## src/rtl/hazard_ctrl.sv

```systemverilog
`default_nettype none
// ============================================================================
// Module      : hazard_ctrl
// Description : Pipeline hazard controller. Sequences post-reset fetch
//               suppression, load-use stalls, taken-branch flushes and
//               data-memory wait holds with a timeout that halts the core.
//               Also keeps a saturating count of fetch-stall cycles.
// Revision    : 1.0 - initial release
// ============================================================================
module hazard_ctrl #(
    parameter int BOOT_CYCLES = 4,
    parameter int MEM_TIMEOUT = 64,
    parameter int CNT_W       = 16
) (
    input  logic             clk,
    input  logic             reset,
    input  logic [4:0]       id_rs,
    input  logic [4:0]       id_rt,
    input  logic             id_uses_rt,
    input  logic             ex_mem_read,
    input  logic [4:0]       ex_rd,
    input  logic             ex_branch_taken,
    input  logic             mem_busy,
    output logic             pc_write,
    output logic             ifid_write,
    output logic             ifid_flush,
    output logic             idex_bubble,
    output logic             pipe_hold,
    output logic             halted,
    output logic [1:0]       state,
    output logic [CNT_W-1:0] stall_count
);

    localparam int BOOT_W = $clog2(BOOT_CYCLES + 1);
    localparam int WAIT_W = $clog2(MEM_TIMEOUT + 1);

    typedef enum logic [1:0] {
        BOOT     = 2'd0,
        RUN      = 2'd1,
        MEM_WAIT = 2'd2,
        HALT     = 2'd3
    } state_t;

    state_t              cur_state;
    state_t              nxt_state;
    logic [BOOT_W-1:0]   boot_cnt;
    logic [BOOT_W-1:0]   boot_nxt;
    logic [WAIT_W-1:0]   wait_cnt;
    logic [WAIT_W-1:0]   wait_nxt;
    logic                load_use;
    logic                stall_inc;

    // A load in EX whose destination feeds the ID instruction; r0 never hazards.
    assign load_use = ex_mem_read && (ex_rd != 5'd0) &&
                      ((ex_rd == id_rs) || (id_uses_rt && (ex_rd == id_rt)));

    assign state  = cur_state;
    assign halted = (cur_state == HALT);

    // Fetch stalls are only counted while the pipeline is live.
    assign stall_inc = ((cur_state == RUN) || (cur_state == MEM_WAIT)) && !pc_write;

    // State and counter registers; reset acts without waiting for a clock.
    always_ff @(posedge clk or posedge reset) begin
        if (reset) begin
            cur_state <= BOOT;
            boot_cnt  <= '0;
            wait_cnt  <= '0;
        end else begin
            cur_state <= nxt_state;
            boot_cnt  <= boot_nxt;
            wait_cnt  <= wait_nxt;
        end
    end

    // Saturating stall-cycle counter.
    always_ff @(posedge clk or posedge reset) begin
        if (reset) begin
            stall_count <= '0;
        end else if (stall_inc && (stall_count != {CNT_W{1'b1}})) begin
            stall_count <= stall_count + 1'b1;
        end
    end

    // Next-state and same-cycle pipeline control decode.
    always_comb begin
        nxt_state   = cur_state;
        boot_nxt    = boot_cnt;
        wait_nxt    = wait_cnt;
        pc_write    = 1'b0;
        ifid_write  = 1'b0;
        ifid_flush  = 1'b0;
        idex_bubble = 1'b0;
        pipe_hold   = 1'b0;

        case (cur_state)
            BOOT: begin
                // Keep flushing IF/ID until the front end has settled.
                ifid_write  = 1'b1;
                ifid_flush  = 1'b1;
                idex_bubble = 1'b1;
                if (boot_cnt == BOOT_W'(BOOT_CYCLES - 1)) begin
                    nxt_state = RUN;
                    boot_nxt  = '0;
                end else begin
                    boot_nxt = boot_cnt + 1'b1;
                end
            end

            RUN, MEM_WAIT: begin
                if (mem_busy) begin
                    // Freeze everything behind the memory stage.
                    pipe_hold = 1'b1;
                    if (cur_state == RUN) begin
                        nxt_state = MEM_WAIT;
                        wait_nxt  = WAIT_W'(1);
                    end else begin
                        wait_nxt = wait_cnt + 1'b1;
                        if (wait_cnt == WAIT_W'(MEM_TIMEOUT - 1)) begin
                            nxt_state = HALT;
                        end
                    end
                end else begin
                    nxt_state = RUN;
                    wait_nxt  = '0;
                    if (ex_branch_taken) begin
                        // Redirect wins over load-use: the dependent instruction is squashed.
                        pc_write    = 1'b1;
                        ifid_write  = 1'b1;
                        ifid_flush  = 1'b1;
                        idex_bubble = 1'b1;
                    end else if (load_use) begin
                        idex_bubble = 1'b1;
                    end else begin
                        pc_write   = 1'b1;
                        ifid_write = 1'b1;
                    end
                end
            end

            HALT: begin
                pipe_hold = 1'b1;
            end

            default: begin
                nxt_state = BOOT;
            end
        endcase
    end

endmodule
`default_nettype wire

```

## config.mk

```make
export PLATFORM = sky130hd
export DESIGN_NAME = hazard_ctrl
export DESIGN_NICKNAME = d
export VERILOG_FILES = /design/src/rtl/hazard_ctrl.sv
export SDC_FILE = /design/constraint.sdc
export NUM_CORES = 1
export LEC_CHECK = 0
export ABC_AREA = 1
export ABC_CLOCK_PERIOD_IN_PS = 4250
export CORE_MARGIN = 1
export CORE_UTILIZATION = 42
export CTS_CLUSTER_SIZE = 40
export DETAILED_ROUTE_END_ITERATION = 8
export GPL_ROUTABILITY_DRIVEN = 0
export PLACE_DENSITY = 0.69
export SLEW_MARGIN = 20
export SYNTH_ARGS = -nofsm -noshare
export SYNTH_HDL_FRONTEND = slang
export SYNTH_SLANG_ARGS = --single-unit
```

## constraint.sdc

```tcl
create_clock -name clk -period 4.25 [get_ports clk]
set_clock_uncertainty 0.1 [all_clocks]
set_input_delay 0.425 -clock clk [delete_from_list [all_inputs] [get_ports clk]]
set_output_delay 0.425 -clock clk [all_outputs]
set_load 0.03 [all_outputs]
```

---- Yosys cells after proc, flatten, opt, wreduce, memory -nomap -nowiden ----
Cells that the tools add are included.
storage, ports and cells
  register bits ........................... 28
  input bits .............................. 21
  output and inout port bits .............. 24
cells by class
  add/subtract/negate cells ............... 3
  equality and inequality tests ........... 10
  mux-type cells .......................... 22
  reduce and logical (&&, ||, !) cells .... 13
operator list
  kind                                                              count
  16-bit by 1-bit adder with 16-bit output (second input constant)  1
  16-bit != test (second input constant)                            1
  7-bit two-way mux                                                 2
  5-bit == test                                                     2
  1-bit two-way mux                                                 10
  2-bit two-way mux                                                 4
  1-bit case mux with 2 select lines                                4
  7-bit by 1-bit adder with 7-bit output (second input constant)    1
  7-bit by 6-bit == test with 1-bit output (second input constant)  1
  1-bit logical AND                                                 5
  5-bit nonzero test                                                1
  2-bit == test (second input constant)                             2
  4-bit != test (second input constant)                             1
  2-bit case mux with 2 select lines                                1
  3-bit by 1-bit adder with 3-bit output (second input constant)    1
  3-bit by 2-bit == test with 1-bit output (second input constant)  1
  3-bit two-way mux                                                 1
  3-bit AND reduction                                               1
  2-bit by 1-bit == test with 1-bit output (second input constant)  1
  2-bit zero test                                                   1
  1-bit logical OR                                                  2
  2-bit != test (second input constant)                             1
  2-bit nonzero test                                                1
  2-bit OR reduction                                                1
  1-bit zero test                                                   1

---- Depth between registers and ports, before layout ----
Gate-level depths: netlist (run 1).
  depth after elaboration ................. 11
  gate-level depth with buffers ........... 12
  depth with buffers taken out ............ 11

---- Least setup slack after synthesis (run 1) ----
No wires, ideal clock.
  kind .................................... flip-flop to output port
  from .................................... register cur_state[0], in the netlist state[0]
  to ...................................... output idex_bubble
  data arrival time ....................... 2.156 ns
  required time ........................... 3.725 ns
  setup slack ............................. 1.569 ns
  cell stages (with the launch flop) ...... 8
  path buffers ............................ 0
  path through ............................ dfrtp_1 inv_1 ha_1 inv_1 nor3_1 nand2_1 o21ai_0 a31o_2
on the way
  cells in the longest elaborated chain, start to end .. 3
ends and longest elaborated chain
  item                                                                       line  text
  start, declared                                                            44    state_t cur_state;
  start signal, assigned                                                     70    cur_state <= nxt_state;
  2-bit == test or 2-bit by 1-bit == test with 1-bit output (tied branches)  96    case (cur_state)
  2-bit OR reduction                                                         96
  1-bit case mux with 2 select lines *                                       96
  end, declared                                                              27    output logic idex_bubble,
Every way passes the cells marked *; elsewhere a longest branch is shown, timed or not.

---- Worst setup path in the final report (run 1) ----
Same ends and word-level chain as after synthesis.

==> impl_results.rst, run 1 <==
.. list-table::
   :header-rows: 1

   * - Metric
     - Value
   * - Number of clock sinks
     - 28
   * - Total track usage
     - 18.2%
   * - Netlist area before placement
     - 1880 sq um
   * - Clock transition at the registers of the reported paths
     - 100 ps
   * - Number of flops mapped to enable cells by yosys
     - 0
   * - FF+latch area
     - 701 sq um
   * - Cell count after synthesis
     - 258
   * - Final critical delay including setup and external delays
     - 3220 ps
   * - Number of routed nets with antenna violations
     - 0
   * - Sum Neg Setup Slack
     - 0 ps
   * - Post-CTS Setup Bufs
     - 0
   * - Die span in y
     - 68.9 um
   * - Filler cell count in the final layout
     - 402
   * - TritonCTS clock tree
     - built
   * - Number of antenna violations at the first check in global routing
     - 0
   * - Leading cell types in the layout, fill and taps excluded
     - 79 x nand2_1, 44 x clkdlybuf4s50_1, 32 x inv_1
   * - Starting utilization of the core area
     - 45.3%
   * - First-pass GRT wire length
     - 6490 um
   * - Total wirelength of the detailed-routed design
     - 3980 um
   * - Maximum number of pins on one net before global-route repair
     - 29
   * - Number of standard-cell rows in the floorplan
     - 23
   * - Count of inserted antenna diode cells
     - 0
   * - Startpoint-to-endpoint class of the critical path
     - register to output port
   * - Worst reg2reg startpoint
     - state[0]
   * - Proportion of synthesized flip-flops having asynchronous set or reset
     - 100%
   * - I/O pin count
     - 45
   * - Highest Clock Rate
     - 0.310 GHz
   * - MaxCap Viol Count
     - 0
   * - GR Overflow Total
     - 0
   * - Area growth from synthesis to final layout
     - 28.8%
   * - Via count of the first global-routing pass
     - 1521
   * - Area occupied by multi-input gates
     - 1000 sq um
   * - # hold bufs at CTS
     - 0
   * - Peak supply drop
     - 0.235 mV
   * - Vias per inst
     - 4.91
   * - Worst min path class
     - register to register
   * - Buffer cell driving the clock tree root
     - clkbuf_8
   * - Period Utilization, post-route
     - 75.8%
   * - HPWL after detailed placement
     - 2950 um
   * - Number of nets in the finished design
     - 333
   * - Number of design-rule violations left by the first detailed-router iteration
     - 77
   * - RSZ-0062 raised after global routing
     - false
   * - Routed length per instance
     - 11.3 um
   * - Syn Nets
     - 287
   * - Insertion delay to the later sink of the worst-skew pair
     - 280 ps
   * - Data required, critical path
     - 3720 ps
   * - Critical Path AT
     - 2700 ps
   * - Leakage power figure
     - 1.23 nW
   * - Startpoint of the worst setup timing path
     - state[0]
   * - Ys Warns
     - 0
   * - Remaining routing DRC violations
     - 0
   * - Syn Area/Cell
     - 7.28 sq um
   * - Tightest slew margin relative to the limit
     - 61.0%
   * - Run status
     - completed
   * - Number of H-tree branching levels
     - 1
   * - Die Outline Area
     - 4740 sq um
   * - Critical Path Source Type
     - register
   * - First-pass iteration count of the detailed router
     - 4
   * - Via count
     - 1733
   * - Critical path endpoint category
     - output port
   * - Die width
     - 68.9 um
   * - Number of gates given a new drive strength after cts
     - 0
   * - HP Start
     - boot_cnt[0]
   * - Std-Cell Core Area
     - 4140 sq um
   * - Design Power
     - 1.23 mW
   * - Number of endpoints failing setup at the final stage
     - 0
   * - Count of buffers from port buffering
     - 44
   * - Post-synthesis sequential element count
     - 28
   * - Number of clock buffers inserted by TritonCTS
     - 3
   * - Fraction of final layout cells with drive strength greater than 1
     - 5.94%
   * - Proportion of synthesized chip area in sequential cells
     - 37.3%
   * - Max-slew violation total from the final report
     - 0
   * - Top fanout value on the critical path
     - 7
   * - Prevailing post-synth register cell
     - dfrtp_1
   * - Number of distinct library cells after synthesis
     - 30
   * - Tightest Pin Transition
     - 585 ps
   * - Max Root-Sink Buffers
     - 2
   * - Final hold viol count
     - 0
   * - Most frequent standard cell in the layout excluding fill and tap cells
     - nand2_1
   * - Power density relative to cell area
     - 508 nW/um^2
==> synth_stat cells, types with 4 or more instances <==
library cell,number,area [sq um]
inv_1,33,124
nand3_1,26,130
xor2_1,4,35.0
nor3_1,7,35.0
dfrtp_1,28,701
nand2_1,79,297
xnor2_1,8,70.1
nor2_1,23,86.3
a21oi_1,9,45.0
ha_1,8,100
o21ai_0,5,25.0
==> registers in the layout, indices dropped and copies added, names as in the netlist <==
| name | count |
|---|---|
| wait_cnt | 7 |
| stall_count | 16 |
| state | 2 |
| boot_cnt | 3 |
==> area by class of cell <==
type                       instances  share of cell area [%]
multi-input combinational        190                    41.4
sequential                        28                    29.0
timing repair buffer              44                    18.2
inverter                          37                    5.85
tap                               50                    2.59
clock buffer                       3                    1.71
clock inverter                     1                    1.24
==> where the power goes <==
part	internal [mW]	switching [mW]
Combinational	0.245	0.402
Clock	0.126	0.0834
Sequential	0.319	0.0527
Total	0.690	0.538
==> final timing paths <==
| check | to | slack [ps] | cells past startpoint |
|---|---|---|---|
| worst max-delay path | idex_bubble | 1030 | 8 |
| worst min-delay path | boot_cnt[0] | 380 | 1 |
| worst max register to register | wait_cnt[5] | 2240 | 7 |
| worst min register to register | boot_cnt[0] | 380 | 1 |
| max in group asynchronous | stall_count[12] | 3230 | 2 |
| min in group asynchronous | stall_count[1] | 440 | 2 |
==> metrics by stage <==
step | utilization (%) | instances | area [sq um] | hold WS, ps | setup WS [ps]
CTS | 58.4 | 353 | 2420 | 388 | 1000
floorplan | - | 258 | 1880 | 350 | 1570
global placement | 56.6 | 349 | 2350 | 366 | 1310
finish | 58.4 | 353 | 2420 | 382 | 1030
detailed placement | 56.6 | 349 | 2350 | 374 | 1320
global route | 58.4 | 353 | 2420 | 429 | 788
==> worst max-delay path, cell delays in order, from the launching register on <==
cell	delay, ps
dfrtp_1	430
inv_1	100
ha_1	450
inv_1	170
nor3_1	260
nand2_1	80
o21ai_0	120
a31o_2	160
clkdlybuf4s50_1	660
==> routing by layer <==
layer | track usage [%] | wire length, um | up-vias
met4 | 3.06 | 24 | 0
met2 | 31.7 | 1780 | 35
met1 | 23.5 | 1990 | 790
li1 | - | - | 904
met5 | 0 | 0 | -
met3 | 3.62 | 188 | 4
==> kinds of logic after synthesis <==
logic type	after synthesis	synth area share [%]
adders and majority gates	8	5.33
xor gates and xnor gates	12	5.60
AOI/OAI and AO/OA	19	5.86
DFF	28	37.3
buffers and inverters	40	9.33
and+or+nand+nor	151	36.6
Note: power is estimated with default switching activity, not from simulation.
==> inputs of run 2 (changes only) <==
ABC_CLOCK_PERIOD_IN_PS = 3350   (was 4250)
clock period = 3.35 ns   (was 4.25 ns; I/O delays follow)
==> impl_results.rst, run 2 (same netlist as run 1, synthesis figures left out) <==
.. list-table::
   :header-rows: 1

   * - Metric
     - Value
   * - Run status
     - completed
   * - Via count of the first global-routing pass
     - 1638 (+7.7%)
   * - Leading cell types in the layout, fill and taps excluded
     - 79 x nand2_1, 44 x clkdlybuf4s50_1, 33 x inv_1
   * - Area of all placed cells without fillers
     - 2430 sq um (+0.31%)
   * - Peak supply drop
     - 0.240 mV (+2.2%)
   * - Fraction of final layout cells with drive strength greater than 1
     - 5.92% (-0.020 points)
   * - I/O pin count
     - 45 (unchanged)
   * - Number of flip-flops under the largest register name
     - 16 (unchanged)
   * - Area growth from synthesis to final layout
     - 29.2%
   * - Max Root-Sink Buffers
     - 2 (unchanged)
   * - # hold bufs at CTS
     - 0 (unchanged)
   * - Most frequent standard cell in the layout excluding fill and tap cells
     - nand2_1
   * - Maximum number of pins on one net before global-route repair
     - 29 (unchanged)
   * - Number of routed nets with antenna violations
     - 0 (unchanged)
   * - Number of endpoints failing setup at the final stage
     - 0 (unchanged)
   * - Starting utilization of the core area
     - 45.3% (unchanged)
   * - Biggest registers after layout
     - stall_count x16, wait_cnt x7, boot_cnt x3
   * - Routed length per instance
     - 11.4 um (+1.2%)
   * - Critical path endpoint category
     - output port
   * - Clock transition at the registers of the reported paths
     - 100 ps (about the same)
   * - Top fanout value on the critical path
     - 7 (unchanged)
   * - Number of design-rule violations left by the first detailed-router iteration
     - 124 (+61%)
   * - Critical Path Most Common Cell
     - inv_1
   * - Tightest slew margin relative to the limit
     - 68.3% (+7.3 points)
   * - MaxCap Viol Count
     - 0 (unchanged)
   * - Cell area after placement
     - 2350 sq um (+0.32%)
   * - Die width
     - 68.9 um (unchanged)
   * - Critical Path AT
     - 2670 ps (-30 ps)
   * - Max-slew violation total from the final report
     - 0 (unchanged)
   * - Longest individual stage delay on the worst path
     - 660 ps (about the same)
   * - Insertion delay to the later sink of the worst-skew pair
     - 270 ps (about the same)
   * - Total wirelength of the detailed-routed design
     - 4040 um (+1.5%)
   * - Cell-by-cell listing of the critical path
     - inv_1 -> ha_1 -> inv_1 -> nor3_1 -> nand2_1 -> o21ai_0 -> a31o_2 -> clkdlybuf4s50_1
   * - Final critical delay including setup and external delays
     - 3110 ps
   * - Number of clock sinks
     - 28 (unchanged)
   * - Number of gates given a new drive strength after cts
     - 0 (unchanged)
   * - Tightest Pin Transition
     - 471 ps (-113 ps)
   * - Worst min path class
     - primary input to async pin
   * - First-pass GRT wire length
     - 6980 um (+7.5%)
   * - Startpoint-to-endpoint class of the critical path
     - register to output port
   * - Remaining routing DRC violations
     - 0 (unchanged)
   * - Data required, critical path
     - 2910 ps (-810 ps)
   * - Die Outline Area
     - 4740 sq um (unchanged)
   * - Number of antenna violations at the first check in global routing
     - 0 (unchanged)
   * - Number of H-tree branching levels
     - 1 (unchanged)
   * - Critical Path Source Type
     - register
   * - Largest register by flop count
     - stall_count
   * - Buffer cell driving the clock tree root
     - clkbuf_8
   * - Vias per inst
     - 4.94 (+0.58%)
   * - Count of buffers from port buffering
     - 44 (unchanged)
   * - HPWL after detailed placement
     - 3000 um (+1.8%)
   * - Die span in y
     - 68.9 um (unchanged)
   * - Design Power
     - 1.56 mW (+27%)
   * - Post-CTS Setup Bufs
     - 0 (unchanged)
   * - Leakage power figure
     - 1.24 nW (+0.48%)
   * - Via count
     - 1748 (+0.87%)
   * - First-pass iteration count of the detailed router
     - 4 (unchanged)
   * - Count of inserted antenna diode cells
     - 0 (unchanged)
   * - Slowest library cell on the worst path
     - clkdlybuf4s50_1
   * - Highest Clock Rate
     - 0.322 GHz
   * - RSZ-0062 raised after global routing
     - false
   * - TritonCTS clock tree
     - built
   * - Number of standard-cell rows in the floorplan
     - 23 (unchanged)
   * - Sum Neg Setup Slack
     - 0 ps (unchanged)
   * - Power density relative to cell area
     - 644 nW/um^2 (+27%)
   * - Total track usage
     - 19.4% (+1.1 points)
   * - Period Utilization, post-route
     - 92.7%
   * - GR Overflow Total
     - 0 (unchanged)
   * - Std-Cell Core Area
     - 4140 sq um (unchanged)
   * - Number of nets in the finished design
     - 334 (+0.30%)
   * - Final hold viol count
     - 0 (unchanged)
   * - Number of clock buffers inserted by TritonCTS
     - 3 (unchanged)
==> run 2: per-layer routing <==
layer	vias up	global-route usage, %	part of all wire (%)
met4	0	4.85	0.55
met2	33	33.3	46
li1	907	-	-
met1	806	25.3	49
met3	2	2.80	4.4
met5	-	0	0
==> run 2: power by group <==
part	leakage (nW)	switching, mW	total (mW)	internal [mW]
sequential	0.375	0.0670	0.471	0.404
clock	0.0357	0.106	0.266	0.160
combinational	0.830	0.513	0.824	0.311
total	1.24	0.686	1.56	0.875
==> run 2: stage by stage <==
step	hold WS (ps)	setup slack [ps]	std cells	utilization, %
4_1_cts	339	213	354	58.5
6_report	316	244	354	58.5
5_1_grt	391	7.21	354	58.5
2_1_floorplan	300	759	258	-
3_5_place_dp	385	528	350	56.8
3_3_place_gp	367	571	350	56.8
==> run 2: worst paths after layout <==
check / startpoint / end / slack (ps) / cells past startpoint
min in group clk: boot_cnt[0] / boot_cnt[0] / 390 / 1
max: state[0] / idex_bubble / 240 / 8
min: reset / stall_count[4] / 320 / 3
min reg2reg: boot_cnt[0] / boot_cnt[0] / 390 / 1
max reg2reg: state[0] / wait_cnt[5] / 1220 / 7
max in group asynchronous: reset / stall_count[11] / 2560 / 3
==> run 2: critical path: cells and delay by family (launching register included) <==
| kind | cells | cell delay, ps |
|---|---|---|
| AND/OR/NAND/NOR | 2 | 320 |
| adder cells (fa/ha/maj) | 1 | 450 |
| flip-flops | 1 | 420 |
| AO/OA/AOI/OAI | 2 | 250 |
| buffers and inverters | 3 | 950 |
==> run 2: layout make-up <==
type / count / area [sq um]
inverter: 37 / 141
timing repair buffer: 45 / 448
sequential: 28 / 701
fill: 402 / 1720
clock inverter: 1 / 30.0
clock buffer: 3 / 41.3
tap: 50 / 62.6
multi-input combinational: 190 / 1000
